## src/rtl/snes_pkg.sv

```systemverilog
// Shared constants and FSM encoding for the SNES multi-pad interface.
package snes_pkg;
  localparam int SNES_BITS = 16;
  localparam int SNES_BTNS = 12;

  localparam int BTN_B      = 0;
  localparam int BTN_Y      = 1;
  localparam int BTN_SELECT = 2;
  localparam int BTN_START  = 3;
  localparam int BTN_UP     = 4;
  localparam int BTN_DOWN   = 5;
  localparam int BTN_LEFT   = 6;
  localparam int BTN_RIGHT  = 7;
  localparam int BTN_A      = 8;
  localparam int BTN_X      = 9;
  localparam int BTN_L      = 10;
  localparam int BTN_R      = 11;

  typedef enum logic [2:0] {
    ST_IDLE,
    ST_LATCH,
    ST_CLK_LO,
    ST_CLK_HI,
    ST_UPDATE
  } snes_state_t;
endpackage

```

## src/rtl/snes_autorepeat.sv

```systemverilog
// Per-pad button levels, press pulses and auto-repeat counters, advanced once per poll.
module snes_autorepeat
  import snes_pkg::*;
#(
  parameter int                   REPEAT_DELAY = 16,
  parameter int                   REPEAT_RATE  = 4,
  parameter logic [SNES_BTNS-1:0] REPEAT_MASK  = 12'h0F0
) (
  input  logic                 clk,
  input  logic                 rst_n,
  input  logic                 upd,
  input  logic [SNES_BTNS-1:0] now,
  output logic [SNES_BTNS-1:0] lvl,
  output logic [SNES_BTNS-1:0] press
);
  logic [SNES_BTNS-1:0][5:0] cnt, cnt_nx;
  logic [SNES_BTNS-1:0]      press_nx;

  // The reload value keeps the counter below REPEAT_DELAY, so it never wraps.
  always_comb begin
    cnt_nx   = cnt;
    press_nx = '0;
    for (int i = 0; i < SNES_BTNS; i++) begin
      if (!now[i]) begin
        cnt_nx[i] = '0;
      end else if (!lvl[i]) begin
        press_nx[i] = 1'b1;
        cnt_nx[i]   = '0;
      end else if (REPEAT_MASK[i]) begin
        if (cnt[i] + 6'd1 == 6'(REPEAT_DELAY)) begin
          press_nx[i] = 1'b1;
          cnt_nx[i]   = 6'(REPEAT_DELAY - REPEAT_RATE);
        end else begin
          cnt_nx[i] = cnt[i] + 6'd1;
        end
      end
    end
  end

  always_ff @(posedge clk or negedge rst_n) begin
    if (!rst_n) begin
      cnt   <= '0;
      lvl   <= '0;
      press <= '0;
    end else begin
      press <= '0;
      if (upd) begin
        cnt   <= cnt_nx;
        lvl   <= now;
        press <= press_nx;
      end
    end
  end
endmodule

```

## src/rtl/snes_multi_if.sv

```systemverilog
// Multi-pad SNES poller: shared clock/latch bus timing, per-pad sampling and presence detect.
module snes_multi_if
  import snes_pkg::*;
#(
  parameter int                   NUM_PADS     = 2,
  parameter int                   CLK_HZ       = 9_000_000,
  parameter int                   POLL_HZ      = 60,
  parameter int                   HALF_US      = 6,
  parameter int                   REPEAT_DELAY = 16,
  parameter int                   REPEAT_RATE  = 4,
  parameter logic [SNES_BTNS-1:0] REPEAT_MASK  = 12'h0F0
) (
  input  logic                          i_clk,
  input  logic                          i_res_n,
  output logic                          o_snes_clk,
  output logic                          o_snes_latch,
  input  logic [NUM_PADS-1:0]           i_snes_data,
  output logic [NUM_PADS*SNES_BTNS-1:0] o_btn_state,
  output logic [NUM_PADS*SNES_BTNS-1:0] o_btn_press,
  output logic [NUM_PADS-1:0]           o_pad_present,
  output logic                          o_state_en
);
  localparam int HALF_CYC = CLK_HZ / 1_000_000 * HALF_US;
  localparam int POLL_CYC = CLK_HZ / POLL_HZ;
  localparam int PW       = (POLL_CYC > 1) ? $clog2(POLL_CYC) : 1;
  localparam int HW       = (2 * HALF_CYC > 1) ? $clog2(2 * HALF_CYC) : 1;

  snes_state_t   state, state_nx;
  logic [PW-1:0] poll_cnt;
  logic [HW-1:0] ph_cnt, ph_nx;
  logic [3:0]    slot, slot_nx;
  logic          poll_wrap, sample, upd;

  logic [NUM_PADS-1:0]                 sync1, sync2, pres_nx;
  logic [NUM_PADS-1:0][SNES_BITS-1:0]  shreg;
  logic [NUM_PADS-1:0][SNES_BTNS-1:0]  new_lvl, lvl, press;

  assign poll_wrap = (poll_cnt == PW'(POLL_CYC - 1));
  assign sample    = (state == ST_CLK_LO) && (ph_cnt == '0);
  assign upd       = (state == ST_UPDATE);

  // Free-running so the poll period does not depend on frame length.
  always_ff @(posedge i_clk or negedge i_res_n) begin
    if (!i_res_n) poll_cnt <= '0;
    else          poll_cnt <= poll_wrap ? '0 : poll_cnt + PW'(1);
  end

  always_comb begin
    state_nx = state;
    ph_nx    = ph_cnt + HW'(1);
    slot_nx  = slot;
    case (state)
      ST_IDLE: begin
        ph_nx = '0;
        if (poll_wrap) state_nx = ST_LATCH;
      end
      ST_LATCH: if (ph_cnt == HW'(2 * HALF_CYC - 1)) begin
        state_nx = ST_CLK_LO;
        ph_nx    = '0;
        slot_nx  = '0;
      end
      ST_CLK_LO: if (ph_cnt == HW'(HALF_CYC - 1)) begin
        state_nx = ST_CLK_HI;
        ph_nx    = '0;
      end
      ST_CLK_HI: if (ph_cnt == HW'(HALF_CYC - 1)) begin
        ph_nx = '0;
        if (slot == 4'd15) begin
          state_nx = ST_UPDATE;
        end else begin
          state_nx = ST_CLK_LO;
          slot_nx  = slot + 4'd1;
        end
      end
      ST_UPDATE: begin
        state_nx = ST_IDLE;
        ph_nx    = '0;
      end
      default: begin
        state_nx = ST_IDLE;
        ph_nx    = '0;
      end
    endcase
  end

  // Bus pins are registered from the next state to keep them glitch-free.
  always_ff @(posedge i_clk or negedge i_res_n) begin
    if (!i_res_n) begin
      state        <= ST_IDLE;
      ph_cnt       <= '0;
      slot         <= '0;
      o_snes_clk   <= 1'b1;
      o_snes_latch <= 1'b0;
    end else begin
      state        <= state_nx;
      ph_cnt       <= ph_nx;
      slot         <= slot_nx;
      o_snes_clk   <= (state_nx != ST_CLK_LO);
      o_snes_latch <= (state_nx == ST_LATCH);
    end
  end

  always_ff @(posedge i_clk or negedge i_res_n) begin
    if (!i_res_n) begin
      sync1 <= '0;
      sync2 <= '0;
      shreg <= '0;
    end else begin
      sync1 <= i_snes_data;
      sync2 <= sync1;
      if (sample)
        for (int p = 0; p < NUM_PADS; p++)
          shreg[p] <= {~sync2[p], shreg[p][SNES_BITS-1:1]};
    end
  end

  // A line stuck low reads as all ones after inversion: no pad attached.
  always_comb begin
    pres_nx = '0;
    new_lvl = '0;
    for (int p = 0; p < NUM_PADS; p++) begin
      pres_nx[p] = ~&shreg[p];
      new_lvl[p] = pres_nx[p] ? shreg[p][SNES_BTNS-1:0] : '0;
    end
  end

  always_ff @(posedge i_clk or negedge i_res_n) begin
    if (!i_res_n) begin
      o_pad_present <= '0;
      o_state_en    <= 1'b0;
    end else begin
      o_state_en <= upd;
      if (upd) o_pad_present <= pres_nx;
    end
  end

  for (genvar p = 0; p < NUM_PADS; p++) begin : g_pad
    snes_autorepeat #(
      .REPEAT_DELAY (REPEAT_DELAY),
      .REPEAT_RATE  (REPEAT_RATE),
      .REPEAT_MASK  (REPEAT_MASK)
    ) u_ar (
      .clk   (i_clk),
      .rst_n (i_res_n),
      .upd   (upd),
      .now   (new_lvl[p]),
      .lvl   (lvl[p]),
      .press (press[p])
    );
  end

  assign o_btn_state = lvl;
  assign o_btn_press = press;
endmodule

```

## config.mk

```make
export PLATFORM = sky130hd
export DESIGN_NAME = snes_multi_if
export DESIGN_NICKNAME = d
export VERILOG_FILES = /design/src/rtl/snes_pkg.sv /design/src/rtl/snes_autorepeat.sv /design/src/rtl/snes_multi_if.sv
export SDC_FILE = /design/constraint.sdc
export NUM_CORES = 1
export LEC_CHECK = 0
export CORE_UTILIZATION = 59
export CTS_BUF_LIST = sky130_fd_sc_hd__clkbuf_8 sky130_fd_sc_hd__clkbuf_16
export DETAILED_ROUTE_END_ITERATION = 8
export GPL_ROUTABILITY_DRIVEN = 0
export MAX_ROUTING_LAYER = met4
export PLACE_DENSITY = 0.86
export REMOVE_ABC_BUFFERS = 1
export SETUP_SLACK_MARGIN = 0.05
export SLEW_MARGIN = 40
export SYNTH_ARGS = -nofsm -noshare
export SYNTH_HDL_FRONTEND = slang
export SYNTH_SLANG_ARGS = --single-unit
```

## constraint.sdc

```tcl
create_clock -name i_clk -period 2.4 [get_ports i_clk]
set_input_delay 0.48 -clock i_clk [delete_from_list [all_inputs] [get_ports i_clk]]
set_output_delay 0.48 -clock i_clk [all_outputs]
set_load 0.05 [all_outputs]
```

==> reports/qor.yml, run 1 <==
antenna_found_initial: 0
grt_setup_unrepaired: "false"
finalCritPeriodShare_pct: 92.4
clockBufferDepth: 2
synth.area.top_cells: "dfrtp_1 (54%), a22o_1 (5.2%), mux2_2 (4.5%), xnor2_1 (3.2%), a32o_1 (2.2%)"
hpwlAfterDp_mm: 10.3
m1WireLength_mm: 6.66
worst-path-max-fanout: 1
grt_use_total_pct: 25.6
drive_above_1_share_pct: 14.5
post_cts_buffers: 0
syn_avg_cell_area_um2: 11.6
dp_cells: 872
die_w_um: 117
layout_setup_ws_ps: 183
hold_viol: 4
ys_seq_area_share_pct: 54.5
htreeDepth: 4
startpoint_type: "register"
fin_skew_ps: 11.6
cts_resized: 0
max_freq_mhz: 451
synth_area_um2: 7750
yosysWarnings: 0
drv_cap: 0
cts_sinks: 169
critPathCapture: "o_snes_clk"
synth_edf_count: 0
worstPathArrival_ps: 1740
cp.required_ps: 1920
wl_met3_um: 673
yosysTopAreaCell: "dfrtp_1"
tritoncts: "done"
maxSlewViolCount: 0
yosysUniqueCellTypes: 58
cts_root_buffer: "clkbuf_16"
hold_class: "input port to asynchronous set/reset pin"
irDropWorstVdd_v: 0.000503
drt-initial-drc-count: 472
grt_max_degree: 83
ctsHoldBuffers: 0
setup_viol: 0
drt_wl_total_mm: 15.5
antenna-diode-count: 0
dr.max_layer_used: "met4"
hold_slack_ps: -6.45
violations: "hold timing"
first_global_vias: 5451
synthCells: 670
critPathBufInv: 1
outcome: "finished, violations left"
p_per_area_nw_per_um2: 617
ant_nets: 0
grt_pass1_wl_mm: 25.9
reg2reg_to: "g_pad[0].u_ar.cnt[44]"
die-height_um: 117
clk_pin_slew_worst_paths_ps: 60
clock_latency_ps: 440
die_area_um2: 13600
critPathMaxStageDelay_ps: 790
cp.depth: 1
synthArstFlopShare_pct: 100
initial_core_util_pct: 61.0
viasPerCell: 6.13
leakagePower_nw: 4.06
slew_headroom_pct: 63.2
wl_met2_mm: 7.88
ys_ff_latch: 169
ys.flop_type: "dfrtp_1"
cp_cell_sequence: "clkdlybuf4s50_1"
placementRows: 41
endpoint_kind: "output port"
vias: 5539
crit_slowest_cell: "clkdlybuf4s50_1"
fin_nets: 736
startpoint: "o_snes_clk"
cts-buffers-inserted: 17
synth_top_area_share_pct: 54.2
place_ws_ps: 285
reg2reg_from: "state[2]"
drt_first_pass_iters: 6
wl_per_cell_um: 17.1
tightest_slew_ps: 550
fillers: 883
ios: 57
path_class: "register to output port"
grt.overflow.total: 0
coreArea_um2: 12700
critPathTopFamily: "buffers and inverters"
min_period_ps: 2220
reg2reg_slack_ps: 300
stdcell_count: 904
port_buffers: 56
drc: 0
areaGrowthSynthToFinish_pct: 17.2
r2r_cells: 5
synth_stat cells, drive strengths merged, types with 4 or more instances:
master	count
a22o	46
a31oi	13
nor3b	16
dfrtp	168
and3	9
and4	11
a32o	17
xnor2	28
a21oi	7
mux2	31
buf	18
nand2	45
xor2	10
o21ai	15
o41ai	4
clkbuf	22
nor3	16
nand3	21
nor2	35
mux2i	4
nor2b	9
nand3b	4
inv	17
a22oi	4
a211oi	6
o211ai	9
ha	13
o211a	4
nand4	16
or2	12
worst min path at each step:
| stage | startpoint | end | slack (ps) |
|---|---|---|---|
| after floorplan | i_res_n | g_pad[0].u_ar.cnt[24] | 180 |
| after global placement | sync1[0] | sync2[0] | 340 |
| after detailed placement | sync1[0] | sync2[0] | 340 |
| after CTS | i_res_n | g_pad[0].u_ar.press[6] | 10 |
| after global routing | i_res_n | g_pad[0].u_ar.press[2] | 40 |
| final | i_res_n | g_pad[0].u_ar.press[6] | -6 |
logic make-up (layout without fill, tap and decap cells):
| family | after synthesis | after routing | synth area share (%) |
|---|---|---|---|
| AND/OR/NAND/NOR | 213 | 213 | 16.1 |
| adder cells (fa/ha/maj) | 13 | 13 | 2.10 |
| XOR/XNOR | 38 | 38 | 4.29 |
| multiplexers | 35 | 35 | 5.02 |
| buffers and inverters | 57 | 119 | 3.11 |
| AO/OA/AOI/OAI | 145 | 145 | 14.9 |
| flip-flops | 169 | 169 | 54.5 |
per-layer routing:
layer | GRT usage (%) | up-vias
met5 | - | -
met4 | 8.95 | 0
met3 | 6.90 | 22
met2 | 41.6 | 136
met1 | 31.0 | 2793
li1 | - | 2588
registers in the layout, indices dropped and copies added (netlist names):
name              cells
o_snes_latch          1
o_pad_present         2
shreg                32
slot                  4
sync2                 2
state                 3
o_snes_clk            1
sync1                 2
poll_cnt             18
ph_cnt                7
g_pad.u_ar.cnt       48
g_pad.u_ar.lvl       24
o_state_en            1
g_pad.u_ar.press     24
power breakdown:
part           internal, mW  switching, mW  leakage, nW  total [mW]
logic                0.0121         0.0549         1.45      0.0670
clock network          1.56           1.13        0.275        2.69
registers              2.85       0.000708         2.34        2.85
total                  4.42           1.18         4.06        5.61
cell type report:
type	count	area [um2]	share of cell area, %
clock inverters	14	148	1.63
inverters	17	63.8	0.702
multi-input cells	444	3280	36.2
flip-flops and latches	169	4230	46.6
repair buffers	70	704	7.75
clock buffers	18	439	4.83
well taps	172	215	2.37
stage by stage:
step | hold WS, ps | TNS, ps | power (mW) | area (um2) | util [%]
finish | -6.45 | 0 | 5.61 | 9080 | 71.4
global placement | 335 | 0 | 2.97 | 8500 | 66.8
CTS | 10.1 | 0 | 5.65 | 9080 | 71.4
detailed placement | 337 | 0 | 2.98 | 8500 | 66.8
floorplan | 184 | -41330 | 2.91 | 7580 | -
global route | 39.6 | 0 | 5.77 | 9080 | 71.4
cell usage in the layout, fill, tap and decap left out, drive strengths merged, types with 17 or more instances in the layout:
master         count
xnor2             28
mux2              31
nand2             45
clkbuf            18
nor2              35
dfrtp            168
clkdlybuf4s50     55
a22o              46
a32o              17
nand3             21
inv               19
No activity file was read; power rests on OpenSTA's default activity.
==> run 2, diff against run 1 <==
CORE_UTILIZATION = 55   (was 59)
CTS_CLUSTER_DIAMETER = 60   (was unset)
PLACE_DENSITY = 0.82   (was 0.86)
==> run 2 against run 1 <==
The run now ends clean. Clock skew is 3.6 ps lower. Flip-flop and latch count unchanged. Core utilization fell by 5.7 points. Worst setup slack better by 18 ps. Cell count rose by 1.0%. Critical endpoint unchanged. Largest cell class unchanged.
==> reports/qor.yml, run 2 (same netlist as run 1, synthesis figures left out) <==
stdcell_count: 913  # +1.0%
place_ws_ps: 354  # +69.5 ps
initial_core_util_pct: 56.1  # -4.9 points
outcome: "finished, final reports clean"
cts_sinks: 169  # unchanged
dp_cells: 881  # +1.0%
grt_use_total_pct: 23.6  # -2.1 points
htreeDepth: 4  # unchanged
layout_commonest_cell: "dfrtp_1"
endpoint_kind: "output port"
vias: 5486  # -0.96%
ios: 57  # unchanged
reg2reg_slack_ps: 320  # +20 ps
top_regs: "g_pad.u_ar.cnt x48, shreg x32"
hold_viol: 0  # -4
drt-initial-drc-count: 518  # +9.7%
post_cts_buffers: 0  # unchanged
reg2reg_to: "g_pad[0].u_ar.cnt[28]"
drv_cap: 0  # unchanged
final_cell_mix: "dfrtp_1 (168), clkdlybuf4s50_1 (55), a22o_1 (46)"
ctsHoldBuffers: 0  # unchanged
grt.overflow.total: 0  # unchanged
critPathCapture: "o_snes_clk"
port_buffers: 56  # unchanged
irDropWorstVdd_v: 0.000437  # -13%
critPathMaxStageDelay_ps: 780  # about the same
tritoncts: "done"
hpwlAfterDp_mm: 10.6  # +2.5%
coreArea_um2: 13800  # +8.7%
hold_slack_ps: 48.0  # +54.5 ps
clock_latency_ps: 430  # about the same
die-height_um: 121  # +3.5%
largest_reg_flops: 48  # unchanged
reg2reg_from: "state[2]"
layout_setup_ws_ps: 201  # +18.4 ps
viasPerCell: 6.01  # -1.9%
min_period_ps: 2200  # -18.4 ps
stdcell_area_um2: 9080  # unchanged
final_util_pct: 65.7  # -5.7 points
worstPathArrival_ps: 1720  # -20 ps
crit_slowest_cell: "clkdlybuf4s50_1"
critPathBufInv: 1  # unchanged
tns_ps: 0  # unchanged
cp_cell_sequence: "clkdlybuf4s50_1"
maxSlewViolCount: 0  # unchanged
antenna-diode-count: 0  # unchanged
setup_viol: 0  # unchanged
cp.depth: 1  # unchanged
clk_pin_slew_worst_paths_ps: 70  # about the same
grt_pass1_wl_mm: 26.0  # +0.72%
max_freq_mhz: 455  # +0.84%
finalPower_mw: 5.52  # -1.4%
areaGrowthSynthToFinish_pct: 17.2  # unchanged
die_area_um2: 14600  # +7.1%
clockBufferDepth: 2  # unchanged
p_per_area_nw_per_um2: 608  # -1.4%
grt_max_degree: 65  # -22%
drt_wl_total_mm: 15.4  # -0.48%
path_class: "register to output port"
cp.required_ps: 1920  # about the same
die_w_um: 121  # +3.5%
drt_first_pass_iters: 5  # -1
startpoint: "o_snes_clk"
fillers: 944  # +6.9%
grt_setup_unrepaired: "false"
dpl-instance-area_um2: 8520  # +0.21%
fin_nets: 737  # +0.14%
fin_skew_ps: 8.01  # -3.64 ps
leakagePower_nw: 4.06  # +0.12%
hold_class: "input port to asynchronous set/reset pin"
antenna_found_initial: 0  # unchanged
ant_nets: 0  # unchanged
cts_resized: 0  # unchanged
first_global_vias: 5365  # -1.6%
tightest_slew_ps: 602  # +52.0 ps
drc: 0  # unchanged
worst-path-max-fanout: 1  # unchanged
regMostFlops: "g_pad.u_ar.cnt"
wl_per_cell_um: 16.9  # -1.5%
finalCritPeriodShare_pct: 91.6  # -0.77 points
drive_above_1_share_pct: 14.6  # +0.12 points
slew_headroom_pct: 59.9  # -3.4 points
critPathTopFamily: "buffers and inverters"
cts-buffers-inserted: 17  # unchanged
cts_root_buffer: "clkbuf_16"
placementRows: 43  # +4.9%
r2r_cells: 5  # unchanged
startpoint_type: "register"
## run 2: cell count changes in the layout (fill, tap and decap cells not counted), sizes merged
cell,previous run,this run
bufinv,2,1
clkbuf,18,17
inv,19,21
clkinv,5,9
clkinvlp,5,1
buf,15,16
## run 2: final cells by class
type,count,area [um2],area share [%]
clock inverters,15,144,1.58
well taps,180,225,2.48
clock buffers,17,425,4.68
multi-input cells,444,3280,36.2
flip-flops and latches,169,4230,46.6
repair buffers,71,712,7.84
inverters,17,63.8,0.702
## run 2: how the worst min path moves through the flow
stage / start / to / slack [ps] / cells after the start
after floorplan: i_res_n / g_pad[0].u_ar.cnt[24] / 180 / 0
after global placement: sync1[0] / sync2[0] / 330 / 0
after CTS: i_res_n / g_pad[1].u_ar.cnt[46] / 60 / 1
after global routing: i_res_n / g_pad[1].u_ar.cnt[46] / 80 / 1
final: i_res_n / g_pad[1].u_ar.cnt[46] / 50 / 1
after detailed placement: sync1[0] / sync2[0] / 340 / 0
## run 2: per-layer routing
layer / global-route usage [%] / up-vias / part of all wire (%)
met5: - / - / 0
met4: 8.72 / 0 / 1.8
met3: 4.72 / 23 / 3.5
met2: 36.7 / 136 / 49
met1: 30.8 / 2744 / 45
li1: - / 2583 / -
## run 2: power breakdown
part	internal (mW)	total [mW]	switching (mW)
clock	1.45	2.60	1.16
sequential	2.85	2.85	0.000692
combinational	0.0143	0.0690	0.0547
total	4.31	5.52	1.21
